$ cat src/rtl/stage2_pool_stream_core_pkg.sv
// stage2_pool_stream_core_pkg: shared geometry, derived widths and mode encoding
// for the stage-2 streaming pooling core.
package stage2_pool_stream_core_pkg;
    localparam int ST2_Pool_CI  = 3;
    localparam int ST2_Pool_IBW = 19;
    localparam int ST2_Pool_IW  = 12;
    localparam int ST2_Pool_IH  = 12;
    localparam int ST2_Pool_K   = 2;
    localparam int LOG2K        = $clog2(ST2_Pool_K);
    localparam int ACC_W        = ST2_Pool_IBW + 2 * LOG2K;
    typedef enum logic {POOL_MODE_MAX = 1'b0, POOL_MODE_AVG = 1'b1} pool_mode_e;
endpackage

$ cat src/rtl/stage2_pool_stream_core_window_ch.sv
// stage2_pool_window_ch: one channel's row of window partials, the max/sum
// combine, and the registered final select (average = floor via arithmetic shift).
module stage2_pool_window_ch
    import stage2_pool_stream_core_pkg::*;
#(
    parameter int IBW = ST2_Pool_IBW,
    parameter int IW  = ST2_Pool_IW,
    parameter int K   = ST2_Pool_K,
    parameter int WCW = $clog2(ST2_Pool_IW) - $clog2(ST2_Pool_K)
) (
    input  logic           clk,
    input  logic           reset_n,
    input  logic           en,
    input  logic           first,
    input  logic           last,
    input  pool_mode_e     mode,
    input  logic [WCW-1:0] wc,
    input  logic [IBW-1:0] x,
    output logic [IBW-1:0] result
);
    localparam int SH = 2 * $clog2(K);
    localparam int AW = IBW + SH;

    logic signed [AW-1:0]  partial [IW/K];
    logic signed [AW-1:0]  xe, cur, comb;
    logic signed [IBW-1:0] avg;

    always_comb begin
        xe   = {{SH{x[IBW-1]}}, x};
        cur  = partial[wc];
        comb = first ? xe : mode == POOL_MODE_AVG ? cur + xe : (cur > xe ? cur : xe);
        avg  = IBW'(comb >>> SH);
    end

    always_ff @(posedge clk or negedge reset_n) begin
        if (!reset_n) begin
            for (int i = 0; i < IW/K; i++) partial[i] <= '0;
            result <= '0;
        end else if (en) begin
            partial[wc] <= comb;
            if (last) result <= mode == POOL_MODE_AVG ? avg : comb[IBW-1:0];
        end
    end
endmodule

$ cat src/rtl/stage2_pool_stream_core.sv
// stage2_pool_stream_core: streaming CI-lane KxK/stride-K max/average pooling;
// owns raster counters, per-frame mode latch, window decode and output strobes.
module stage2_pool_stream_core
    import stage2_pool_stream_core_pkg::*;
#(
    parameter int CI  = ST2_Pool_CI,
    parameter int IBW = ST2_Pool_IBW,
    parameter int IW  = ST2_Pool_IW,
    parameter int IH  = ST2_Pool_IH,
    parameter int K   = ST2_Pool_K
) (
    input  logic              clk,
    input  logic              reset_n,
    input  logic              i_in_valid,
    input  logic              i_sof,
    input  logic              i_mode,
    input  logic [CI*IBW-1:0] i_in_fmap,
    output logic              o_ot_valid,
    output logic [CI*IBW-1:0] o_ot_fmap,
    output logic              o_frame_done
);
    localparam int LK  = $clog2(K);
    localparam int CW  = $clog2(IW);
    localparam int RW  = $clog2(IH);
    localparam int WCW = CW - LK;

    logic [CW-1:0] col, pc;
    logic [RW-1:0] row, pr;
    pool_mode_e    mode_q, mode;
    logic          frame_first, first, last, frame_last;

    // i_sof overrides the counters so the pixel is always treated as (0,0)
    always_comb begin
        pc          = i_sof ? '0 : col;
        pr          = i_sof ? '0 : row;
        frame_first = i_sof || (row == '0 && col == '0);
        mode        = frame_first ? pool_mode_e'(i_mode) : mode_q;
        first       = pr[LK-1:0] == '0 && pc[LK-1:0] == '0;
        last        = &pr[LK-1:0] && &pc[LK-1:0];
        frame_last  = pr == RW'(IH-1) && pc == CW'(IW-1);
    end

    always_ff @(posedge clk or negedge reset_n) begin
        if (!reset_n) begin
            col          <= '0;
            row          <= '0;
            mode_q       <= POOL_MODE_MAX;
            o_ot_valid   <= 1'b0;
            o_frame_done <= 1'b0;
        end else begin
            o_ot_valid   <= i_in_valid && last;
            o_frame_done <= i_in_valid && frame_last;
            if (i_in_valid) begin
                mode_q <= mode;
                col    <= pc == CW'(IW-1) ? '0 : pc + 1'b1;
                row    <= pc == CW'(IW-1) ? (pr == RW'(IH-1) ? '0 : pr + 1'b1) : pr;
            end
        end
    end

    for (genvar c = 0; c < CI; c++) begin : g_ch
        stage2_pool_window_ch #(.IBW(IBW), .IW(IW), .K(K), .WCW(WCW)) u_ch (
            .clk    (clk),
            .reset_n(reset_n),
            .en     (i_in_valid),
            .first  (first),
            .last   (last),
            .mode   (mode),
            .wc     (pc[CW-1:LK]),
            .x      (i_in_fmap[c*IBW +: IBW]),
            .result (o_ot_fmap[c*IBW +: IBW])
        );
    end
endmodule

$ cat config.mk
export PLATFORM = sky130hd
export DESIGN_NAME = stage2_pool_stream_core
export DESIGN_NICKNAME = d
export VERILOG_FILES = /design/src/rtl/stage2_pool_stream_core_pkg.sv /design/src/rtl/stage2_pool_stream_core_window_ch.sv /design/src/rtl/stage2_pool_stream_core.sv
export SDC_FILE = /design/constraint.sdc
export NUM_CORES = 1
export LEC_CHECK = 0
export CAP_MARGIN = 20
export CORE_MARGIN = 2
export CORE_UTILIZATION = 35
export DETAILED_ROUTE_END_ITERATION = 10
export DONT_BUFFER_PORTS = 1
export HOLD_SLACK_MARGIN = 0.05
export PLACE_DENSITY_LB_ADDON = 0.05
export SLEW_MARGIN = 20
export SYNTH_ARGS = -nofsm -noshare
export SYNTH_HDL_FRONTEND = slang
export SYNTH_SLANG_ARGS = --single-unit
$ cat constraint.sdc
create_clock -name clk -period 4.3 [get_ports clk]
set_input_delay 0.86 -clock clk [delete_from_list [all_inputs] [get_ports clk]]
set_output_delay 0.86 -clock clk [all_outputs]
set_load 0.005 [all_outputs]
-- After elaboration in Yosys (flattened, before gate mapping)
Cells that the tools add are included.
- flip-flop bits (word level): 446
- bits of input ports: 62
- output and inout bits: 59
- logic and storage cells: 84
- add/sub/neg operators: 5
- multiplexer cells: 32
- magnitude comparators: 5
- bitwise gates (word level): 3
- reductions and logical operators: 11
- eq/ne operators: 2
- operators with widths (kind ; number):
    $bwmux 126 ; 3
    $mux 21 ; 16
    $bmux 21 s3 ; 3
    $add 21x19->21 ; 3
    $demux 21 s3 ; 1
    $gt 21x19->1 ; 3
    $mux 19 ; 3
    $mux 4 ; 5
    $add 4x1->4 const B ; 2
    $eq 4x4->1 const B ; 2
    $logic_not 4->1 ; 2
    $logic_and 1x1->1 ; 7
    $ge 4x4->1 const B ; 1
    $lt 4x1->1 const B ; 1
    $not 3->4 ; 1
    $not 1->1 ; 2
    $reduce_and 2->1 ; 1
    $logic_or 1x1->1 ; 1
    $mux 1 ; 1

-- Longest topological paths before layout
Gate-level depths: netlist of run 1.
- depth in word-level cells: 10
- depth in mapped cells: 24
- depth with buffers taken out: 17

-- Cells and area by module
A second synthesis of run 1 with hierarchy kept.
- cells, all modules: 3186
- area, all modules: 28054.4 sq um
- by module, submodules not included (module ; cells each ; times used ; seq. area each (sq um) ; area an instance (sq um)):
    stage2_pool_window_ch at g_ch[1].u_ch ; 1084 ; 1 ; 3628.5 ; 9576.7
    stage2_pool_window_ch at g_ch[2].u_ch ; 1044 ; 1 ; 3628.5 ; 9046.2
    stage2_pool_window_ch at g_ch[0].u_ch ; 998 ; 1 ; 3628.5 ; 8812.2
    stage2_pool_stream_core ; 60 ; 1 ; 275.3 ; 619.3

-- Worst setup path before layout of run 1
Ideal clock, no wire load.
- path kind: in2reg
- start point: in i_sof
- end point: reg g_ch[1].u_ch.result[3]
- setup slack: -0.691 ns
- library setup time: 0.161 ns
- buffers on the path: 5
- cell stages on the path: 18
- arrival time: 4.831 ns
- required time: 4.139 ns
- cell sequence: nand2b_1 -> buf_2 -> inv_2 -> buf_2 -> buf_2 -> buf_4 -> mux2i_1 -> a221oi_1 -> ha_1 -> a211oi_1 -> nor2_1 -> o31a_1 -> o31a_1 -> o211ai_4 -> a21oi_2 -> buf_4 -> a222oi_1 -> o221ai_1
- word-level cells in the longest chain between the ends: 10
- elaborated cells on any way between the ends: 19
- those cells by class: 1 x add/sub; 1 x order compare; 10 x mux; 3 x bitwise; 4 x reduce/logical
- RTL lines (item ; line ; source):
    start: declaration ; stage2_pool_stream_core.sv:15 ; input logic i_sof,
    $mux 4 ; stage2_pool_stream_core.sv:34 ; pc = i_sof ? '0 : col;
    $not 3->4 (not written as such) ; stage2_pool_stream_core_window_ch.sv:30 ; cur = partial[wc];
    $bmux 21 s3 ; stage2_pool_stream_core_window_ch.sv:30 ;
    $mux 21 (not written as such) (2 in a row) ; stage2_pool_stream_core_window_ch.sv:30 ;
    $gt 21x19->1 ; stage2_pool_stream_core_window_ch.sv:31 ; comb = first ? xe : mode == POOL_MODE_AVG ? cur + xe : (cur > xe ? cur : xe);
    $mux 21 (3 in a row) ; stage2_pool_stream_core_window_ch.sv:31 ;
    $mux 19 ; stage2_pool_stream_core_window_ch.sv:41 ; if (last) result <= mode == POOL_MODE_AVG ? avg : comb[IBW-1:0];
    end signal: assignment ; stage2_pool_stream_core_window_ch.sv:41 ;
    end: declaration ; stage2_pool_stream_core_window_ch.sv:19 ; output logic [IBW-1:0] result
Several ways; a longest one is shown, not always the timed one. The select of a mux whose other input is x is not followed.
A chain may end at the register's enable or synchronous reset.

-- Final worst setup path of run 1
- start point: reg col[1]
- end point: reg g_ch[0].u_ch.partial[69] (netlist bit)
- word-level cells in the longest chain between the ends: 10
- elaborated cells on any way between the ends: 20
- those cells by class: 1 x add/sub; 3 x order compare; 11 x mux; 1 x bitwise; 4 x reduce/logical
- RTL lines (item ; line ; source):
    start: declaration ; stage2_pool_stream_core.sv:27 ; logic [CW-1:0] col, pc;
    start signal: assignment ; stage2_pool_stream_core.sv:55 ; col <= pc == CW'(IW-1) ? '0 : pc + 1'b1;
    $mux 4 ; stage2_pool_stream_core.sv:34 ;
    $not 3->4 (not written as such) ; stage2_pool_stream_core_window_ch.sv:30, stage2_pool_stream_core_window_ch.sv:40 ;
    $bmux 21 s3 ; stage2_pool_stream_core_window_ch.sv:30 ;
    $mux 21 (not written as such) (2 in a row) ; stage2_pool_stream_core_window_ch.sv:30 ;
    $gt 21x19->1 ; stage2_pool_stream_core_window_ch.sv:31 ;
    $mux 21 (3 in a row) ; stage2_pool_stream_core_window_ch.sv:31 ;
    $bwmux 126 (*) ; stage2_pool_stream_core_window_ch.sv:40 ; partial[wc] <= comb;
    end signal: indexed assignment ; stage2_pool_stream_core_window_ch.sv:40 ;
    end: declaration ; stage2_pool_stream_core_window_ch.sv:24 ; logic signed [AW-1:0] partial [IW/K];
Mark *: on every way between the ends. The rest lies on a longest branch, timed or not. The select of a mux whose other input is x is not followed.

==> results of run 1 <==
==> final cells by class <==
cell class	count	area, sq um	share of cell area, %
Multi-Input combinational cell	2052	14560	42.63
Clock buffer	76	1494	4.375
Tap cell	950	1189	3.481
Inverter	120	462.9	1.356
Timing Repair Buffer	573	5021	14.70
Sequential cell	446	11160	32.68
Antenna cell	1	2.502	0.007328
Clock inverter	18	260.3	0.7621
==> stage by stage <==
stage	instances	util (%)	setup WS, ns
2_1_floorplan	2798	-	-0.3318
3_3_place_gp	4067	42.39	-1.036
3_5_place_dp	4067	42.39	-1.103
4_1_cts	4191	46.02	-0.04628
5_1_grt	4236	47.53	-0.2493
6_report	4236	47.53	-0.06520
==> sequential cells by signal, indices dropped and copies added, names as in the netlist <==
| name | count |
|---|---|
| g_ch.u_ch.result | 57 |
| o_frame_done | 1 |
| g_ch.u_ch.partial | 378 |
| col | 4 |
| row | 4 |
| mode_q | 1 |
| o_ot_valid | 1 |
==> logic make-up (layout without fill, tap and decap cells) <==
kind of cell               count (synthesis)  in the layout  synth area share [%]
xor gates and xnor gates                  53             53                 1.849
adders and majority gates                128            128                 6.366
muxes                                    209            209                 8.666
DFF                                      446            446                 43.74
and+or+nand+nor                          857            857                 14.32
buffers and inverters                    300            787                 4.747
other                                      0              1                     0
AOI/OAI and AO/OA                        805            805                 20.31
==> timing repair <==
item / CTS / global route
buffers inserted: 29 / 38
gates cloned: 1 / 4
gates resized for setup: 112 / 153
endpoints found under the setup margin: 390 / 425
pin swaps: 22 / 65
endpoints found under the hold margin: 446 / 9
==> final timing paths <==
kind,from,end,slack (ns)
worst min register to register,g_ch[2].u_ch.partial[86]$_DFFE_PN0P_,g_ch[2].u_ch.partial[86]$_DFFE_PN0P_,0.48
worst min-delay path,reset_n,g_ch[0].u_ch.partial[51]$_DFFE_PN0P_,0.24
worst max-delay path,col[1]$_DFFE_PN0P_,g_ch[0].u_ch.partial[69]$_DFFE_PN0P_,-0.07
max in group asynchronous,reset_n,g_ch[1].u_ch.result[11]$_DFFE_PN0P_,2.12
worst max register to register,col[1]$_DFFE_PN0P_,g_ch[0].u_ch.partial[69]$_DFFE_PN0P_,-0.07
min in group clk,i_sof,o_frame_done$_DFF_PN0_,0.33
==> critical path: cells and delay by family (launching register included) <==
kind | cells | cell delay [ns]
adders and majority gates | 1 | 0.28
buffers and inverters | 8 | 1.25
AOI/OAI and AO/OA | 5 | 0.93
DFF | 1 | 0.42
muxes | 1 | 0.13
and+or+nand+nor | 4 | 1.19
==> placed cells by master (no fill, tap or decap), types with 14 or more instances in the layout <==
cell type / n
o21ai_2: 15
buf_6: 27
a21oi_2: 17
a221oi_1: 19
a21oi_1: 131
o211ai_1: 14
nor3_1: 14
clkbuf_16: 58
dfrtp_1: 446
o21ai_0: 265
inv_1: 117
o221ai_1: 22
buf_12: 35
clkbuf_1: 16
mux2_2: 86
a21o_1: 17
nand2_1: 544
nand2b_1: 21
nor2b_1: 16
mux2i_1: 112
ha_1: 113
buf_4: 500
nor2_1: 146
o21ai_1: 57
a221oi_2: 52
and2_1: 15
xnor2_1: 37
==> power by group through the flow <==
stage	Combinational [mW]	Sequential, mW	Clock, mW
2_1_floorplan	7.87	6.68	0
3_3_place_gp	13.9	6.97	0
3_5_place_dp	14.1	7.01	0
4_1_cts	14.9	6.95	4.75
5_1_grt	17.6	7.17	4.92
6_report	16.1	6.95	4.65
==> per-layer routing <==
layer	GRT usage, %	vias up
met2	39.28	517
li1	-	10847
met4	5.778	0
met3	3.468	120
met1	35.11	11357
met5	0	-
==> results.md, run 1 <==
- Die area: 75,070 sq um
- Antenna violations before repair: 4
- Worst Path Max Fanout: 10
- Max IR drop VDD: 0.0003738 V
- H-Tree Depth: 2
- PnR Total Power: 27.66 mW
- Layout net count: 3,435
- I/O pins: 121
- Fin crit period: 4.365 ns
- DRC errors left: 0
- Met2 routed WL: 42,550 um
- Avg WL per Cell: 22.06 um
- RSZ-0062 raised after global routing: yes
- Final Max Slew Viols: 0
- Fin crit share: 101.5%
- Gpl congestion: 0.9056
- Netlist cell types: 86
- Ys flop type: dfrtp_1
- Yosys top cell area share: 43.74%
- Max_slew headroom: 30.84%
- Syn_nets: 2,988
- Final Setup Violations: 30
- Slowest Stage Delay on Critical Path: 0.44 ns
- Via density: 5.392
- Die Span X: 274.0 um
- WL final: 93,460 um
- Number of buffers added on ports: 0
- Hold_ws: 0.2422 ns
- Fin area: 34,150 sq um
- Crit-path cells: nand2b_4 > clkinv_8 > buf_4 > buf_12 > mux2i_1 > a221oi_2 > ha_1 > buf_4 > nand4b_1 > nor4_4 > buf_4 > a21o_1 > o21ai_1 > nor3b_4 > buf_6 > a221o_1 > buf_6 > buf_4 > o21ai_0
- Fillers: 6,899
- CTS tree: done
- Total track usage: 24.58%
- Number of iterations in the first detailed-routing pass: 7
- Initial core utilization: 35.51%
- Area after DPL: 30,460 sq um
- EDFF count, synth: 0
- Max frequency: 0.2291 GHz
- Highest metal used: met4
- Synth warn: 0
- Worst skew pair latency: 0.62 ns
- Top post-synthesis cells by count: nand2_1 (548), dfrtp_1 (446), o21ai_0 (328)
- Internal power: 16.60 mW
- Worst Slack Setup Final: -0.06520 ns
- Clock Tree Buf Depth: 3
- Failing checks: setup timing
- Drt first-iter violations: 1,444
- Setup tns final: -0.8487 ns
- Post-Synthesis Cells: 2,798
- Met1 Routed Length: 44,040 um
- Slew @ Worst Pin: 1.035 ns
- R2R depth: 19
- Post-synth ARST share: 100.0%
- CTS root buffer: clkbuf_16
- Largest net degree at the start of global routing: 447
- Hpwl dp: 63,650 um
- P_sw: 11.07 mW
- Maximum capacitance violations: 0
- CP max stage cell: nor3b_4
- Outcome: finished with violations
- Core area: 71,850 sq um
- Clock Power Share: 16.8%
- Area leader, netlist: dfrtp_1
- CTS buffer count: 52
- Syn Area/Cell: 9.118 sq um
- Area Growth Syn to Fin: 33.85%
- Setup crit end kind: flop
- Required @ worst endpoint: 4.77 ns
- PwrDens: 810.0 nW/um^2
- Vias in the first global route: 23.04k
- ANT nets after route: 0
- DIE HEIGHT: 274.0 um
- Combinational fraction of design power: 58.1%
- Area contributors post-synth: dfrtp_1 (44%), nand2_1 (8.1%), o21ai_0 (6.4%)
- Skew final: 0.02399 ns
- Clock transition at path regs: 0.06 ns
- Vias: 22.84k
- Layout cells sized above 1: 29.71%
- Grt total ovfl: 0
- Rows: 98
- Pleak: 15.63 nW
- Synthesized area: 25,510 sq um
- Num Clock Sinks: 446
- Top-count cell post-synth: nand2_1
- Fin. Hold Viols: 0
- Arrival time worst endpoint: 4.84 ns
- Critical setup path kind: reg -> reg
- Reg power frac: 25.1%
- Crit start category: flop
- #FFs+latches synth: 446
- Register area share after synthesis: 43.74%
- Cell mode on critical path: buf_4
- First-pass GRT wire length: 141,900 um
- Hold Path Class: in -> async
- Met3 routed WL: 4698 um
- Net Sw Frac: 40.00%
(Power assumes the default switching activity.)
==> run 2, diff against run 1 <==
Settings changed: CAP_MARGIN 20 to 10, CORE_UTILIZATION 35 to 58, TNS_END_PERCENT from default to 100.
==> run 2 against run 1 <==
Compared with the run above: cell count is 8.8% lower; critical path type unchanged; the flow still finishes with violations (setup timing); total power is 0.66% lower; die area decreased by 39%; via count increased by 4.3%; global-route usage grew 13 points; clock-buffer cell count decreased by 10; register-to-register slack worse by 0.05 ns; clock skew grew 0.0035 ns.
==> results.md, run 2 (synthesis gave the netlist of run 1 again) <==
- Outcome: finished with violations (unchanged)
- Failing checks: setup timing (unchanged)
- Setup tns final: -0.9758 ns (was -0.8487 ns)
- CTS buffer count: 48 (was 52)
- Buffers & Inverters on Critical Path: 6 (was 8)
- Total track usage: 37.18% (was 24.58%)
- Gpl congestion: 0.9773 (was 0.9056)
- Finished Layout Cells: 3,862 (was 4,236)
- Number of iterations in the first detailed-routing pass: 6 (was 7)
- I/O pins: 121 (unchanged)
- Fin. Hold Viols: 0 (unchanged)
- Dpl ws: -0.8100 ns (was -1.103 ns)
- First-pass GRT wire length: 130,700 um (was 141,900 um)
- Rows: 76 (was 98)
- Number of buffers added on ports: 0 (unchanged)
- CP max stage cell: a222oi_1 (was nor3b_4)
- Worst skew pair latency: 0.60 ns (was 0.62 ns)
- Die area: 45,680 sq um (was 75,070 sq um)
- WL final: 86,890 um (was 93,460 um)
- R2R setup slack: -0.11 ns (was -0.07 ns)
- Clock transition at path regs: 0.07 ns (was 0.06 ns)
- ANT nets after route: 0 (unchanged)
- Drt first-iter violations: 2,457 (was 1,444)
- Final Max Slew Viols: 0 (unchanged)
- Largest net degree at the start of global routing: 447 (unchanged)
- Net Sw Frac: 40.26% (was 40.00%)
- H-Tree Depth: 2 (unchanged)
- Hpwl dp: 57,360 um (was 63,650 um)
- Util after Layout: 77.59% (was 47.53%)
- Commonest non-fill, non-tap cell in the layout: nand2_1 (unchanged)
- Crit-path cells: nand2b_4 > clkinv_8 > buf_12 > buf_6 > mux2i_1 > a221oi_2 > ha_1 > nand4b_1 > buf_6 > nor4_4 > o21ai_2 > nand3_2 > xor2_4 > nor3_4 > buf_4 > a222oi_1 > buf_4 > o22ai_1 > a21o_1 (was nand2b_4 > clkinv_8 > buf_4 > buf_12 > mux2i_1 > a221oi_2 > ha_1 > buf_4 > nand4b_1 > nor4_4 > buf_4 > a21o_1 > o21ai_1 > nor3b_4 > buf_6 > a221o_1 > buf_6 > buf_4 > o21ai_0)
- Delay-heaviest family, CP: compound AO/OA/AOI/OAI gates (was buffers and inverters)
- Area after DPL: 29,830 sq um (was 30,460 sq um)
- Area Growth Syn to Fin: 31.58% (was 33.85%)
- CTS tree: done (unchanged)
- Internal power: 16.42 mW (was 16.60 mW)
- Vias: 23.83k (was 22.84k)
- DIE HEIGHT: 213.7 um (was 274.0 um)
- Required @ worst endpoint: 4.79 ns (was 4.77 ns)
- Most frequent cells in the layout: nand2_1 (544), buf_4 (497), dfrtp_1 (446) (was nand2_1 (544), buf_4 (500), dfrtp_1 (446))
- Slowest Stage Delay on Critical Path: 0.58 ns (was 0.44 ns)
- Slew @ Worst Pin: 1.487 ns (was 1.035 ns)
- Crit start category: flop (unchanged)
- Final Setup Violations: 25 (was 30)
- Fin crit share: 102.6% (was 101.5%)
- Grt total ovfl: 0 (unchanged)
- Layout cells sized above 1: 30.15% (was 29.71%)
- # diodes: 0 (was 1)
- Worst Path Max Fanout: 8 (was 10)
- Number of flip-flops in the largest register: 378 (unchanged)
- Clock Tree Buf Depth: 3 (unchanged)
- Num Clock Sinks: 446 (unchanged)
- Arrival time worst endpoint: 4.90 ns (was 4.84 ns)
- Biggest register: g_ch.u_ch.partial (unchanged)
- CTS root buffer: clkbuf_16 (unchanged)
- Max_slew headroom: 0.8386% (was 30.84%)
- Initial core utilization: 58.97% (was 35.51%)
- RSZ-0062 raised after global routing: yes (unchanged)
- P_sw: 11.06 mW (was 11.07 mW)
- Fin area: 33,570 sq um (was 34,150 sq um)
- Skew final: 0.02752 ns (was 0.02399 ns)
- Combinational fraction of design power: 58.6% (was 58.1%)
- Layout net count: 3,428 (was 3,435)
- Max frequency: 0.2266 GHz (was 0.2291 GHz)
- Antenna violations before repair: 0 (was 4)
- Placed cells: 3,688 (was 4,067)
- Maximum capacitance violations: 0 (unchanged)
- Critical setup path kind: reg -> reg (unchanged)
- Pleak: 15.60 nW (was 15.63 nW)
- Core area: 43,270 sq um (was 71,850 sq um)
- Reg power frac: 25.5% (was 25.1%)
- Avg WL per Cell: 22.50 um (was 22.06 um)
- Die Span X: 213.7 um (was 274.0 um)
- PwrDens: 818.5 nW/um^2 (was 810.0 nW/um^2)
- Fin crit period: 4.412 ns (was 4.365 ns)
- Via density: 6.171 (was 5.392)
- Max IR drop VDD: 0.0004509 V (was 0.0003738 V)
- Setup crit end kind: flop (unchanged)
- Hold Path Class: in -> async (unchanged)
- Worst Slack Setup Final: -0.1124 ns (was -0.06520 ns)
- DRC errors left: 0 (unchanged)
- Vias in the first global route: 23.35k (was 23.04k)
- Top flop regs: g_ch.u_ch.partial: 378 flops, g_ch.u_ch.result: 57 flops (unchanged)
- Clock Power Share: 15.9% (was 16.8%)
==> run 2: cell types whose count changed in the layout (fill, tap and decap cells not counted), sizes merged <==
cell,change
bufinv,-2
clkbuf,-10
clkinvlp,+1
diode,-1
inv,+1
clkinv,+5
dlygate4sd3,-1
buf,-2
==> run 2: stage by stage <==
stage                     total power [mW]  hold WS, ns
after floorplan                      14.55       0.4456
after global placement               20.37       0.4592
after detailed placement             20.74       0.4665
after CTS                            25.84     -0.05126
after global routing                 29.12    -0.007880
final                                27.48      0.01516
==> run 2: final timing paths <==
path | from | cells past startpoint | to
max in group asynchronous | reset_n | 0 | g_ch[0].u_ch.result[8]$_DFFE_PN0P_
max | col[1]$_DFFE_PN0P_ | 19 | g_ch[0].u_ch.result[6]$_DFFE_PN0P_
max reg2reg | col[1]$_DFFE_PN0P_ | 19 | g_ch[0].u_ch.result[6]$_DFFE_PN0P_
min in group clk | i_sof | 1 | o_frame_done$_DFF_PN0_
min | reset_n | 0 | g_ch[0].u_ch.result[15]$_DFFE_PN0P_
min reg2reg | g_ch[1].u_ch.partial[37]$_DFFE_PN0P_ | 2 | g_ch[1].u_ch.partial[37]$_DFFE_PN0P_
==> run 2: power by group through the flow <==
stage | clock (mW) | combinational, mW | sequential, mW
2_1_floorplan | 0 | 7.87 | 6.68
3_3_place_gp | 0 | 13.4 | 6.92
3_5_place_dp | 0 | 13.7 | 7.02
4_1_cts | 4.41 | 14.5 | 6.96
5_1_grt | 4.58 | 17.4 | 7.19
6_report | 4.38 | 16.1 | 7.01
==> run 2: timing repair <==
action                                  4_1_cts  5_1_grt
endpoints found under the hold margin       446       29
pin swaps                                    29       82
endpoints found under the setup margin      253      426
buffers inserted                             41       45
cloned                                        2        4
gates resized for setup                      73      237
==> run 2: metal layers <==
metal	track usage (%)	routed length (um)	vias to the layer above
met5	0	0	-
met4	14.87	3804	0
met3	7.308	6907	239
met2	58.05	39440	977
met1	51.24	36740	11803
li1	-	-	10813
==> run 2: cell type report <==
| class | count | area [sq um] |
|---|---|---|
| sequential | 446 | 11160 |
| tap | 585 | 732.0 |
| multi-input combinational | 2052 | 14600 |
| inverter | 120 | 462.9 |
| timing repair buffer | 570 | 4954 |
| clock buffer | 66 | 1421 |
| fill | 2970 | 9696 |
| clock inverter | 23 | 245.2 |
==> run 2: worst reg2reg max path: cells and delay by family (launching register included) <==
family | cells | cell delay [ns]
DFF | 1 | 0.42
buffers and inverters | 6 | 1.05
AOI/OAI and AO/OA | 5 | 1.31
and+or+nand+nor | 5 | 0.90
muxes | 1 | 0.13
adders and majority gates | 1 | 0.30
xor gates and xnor gates | 1 | 0.21
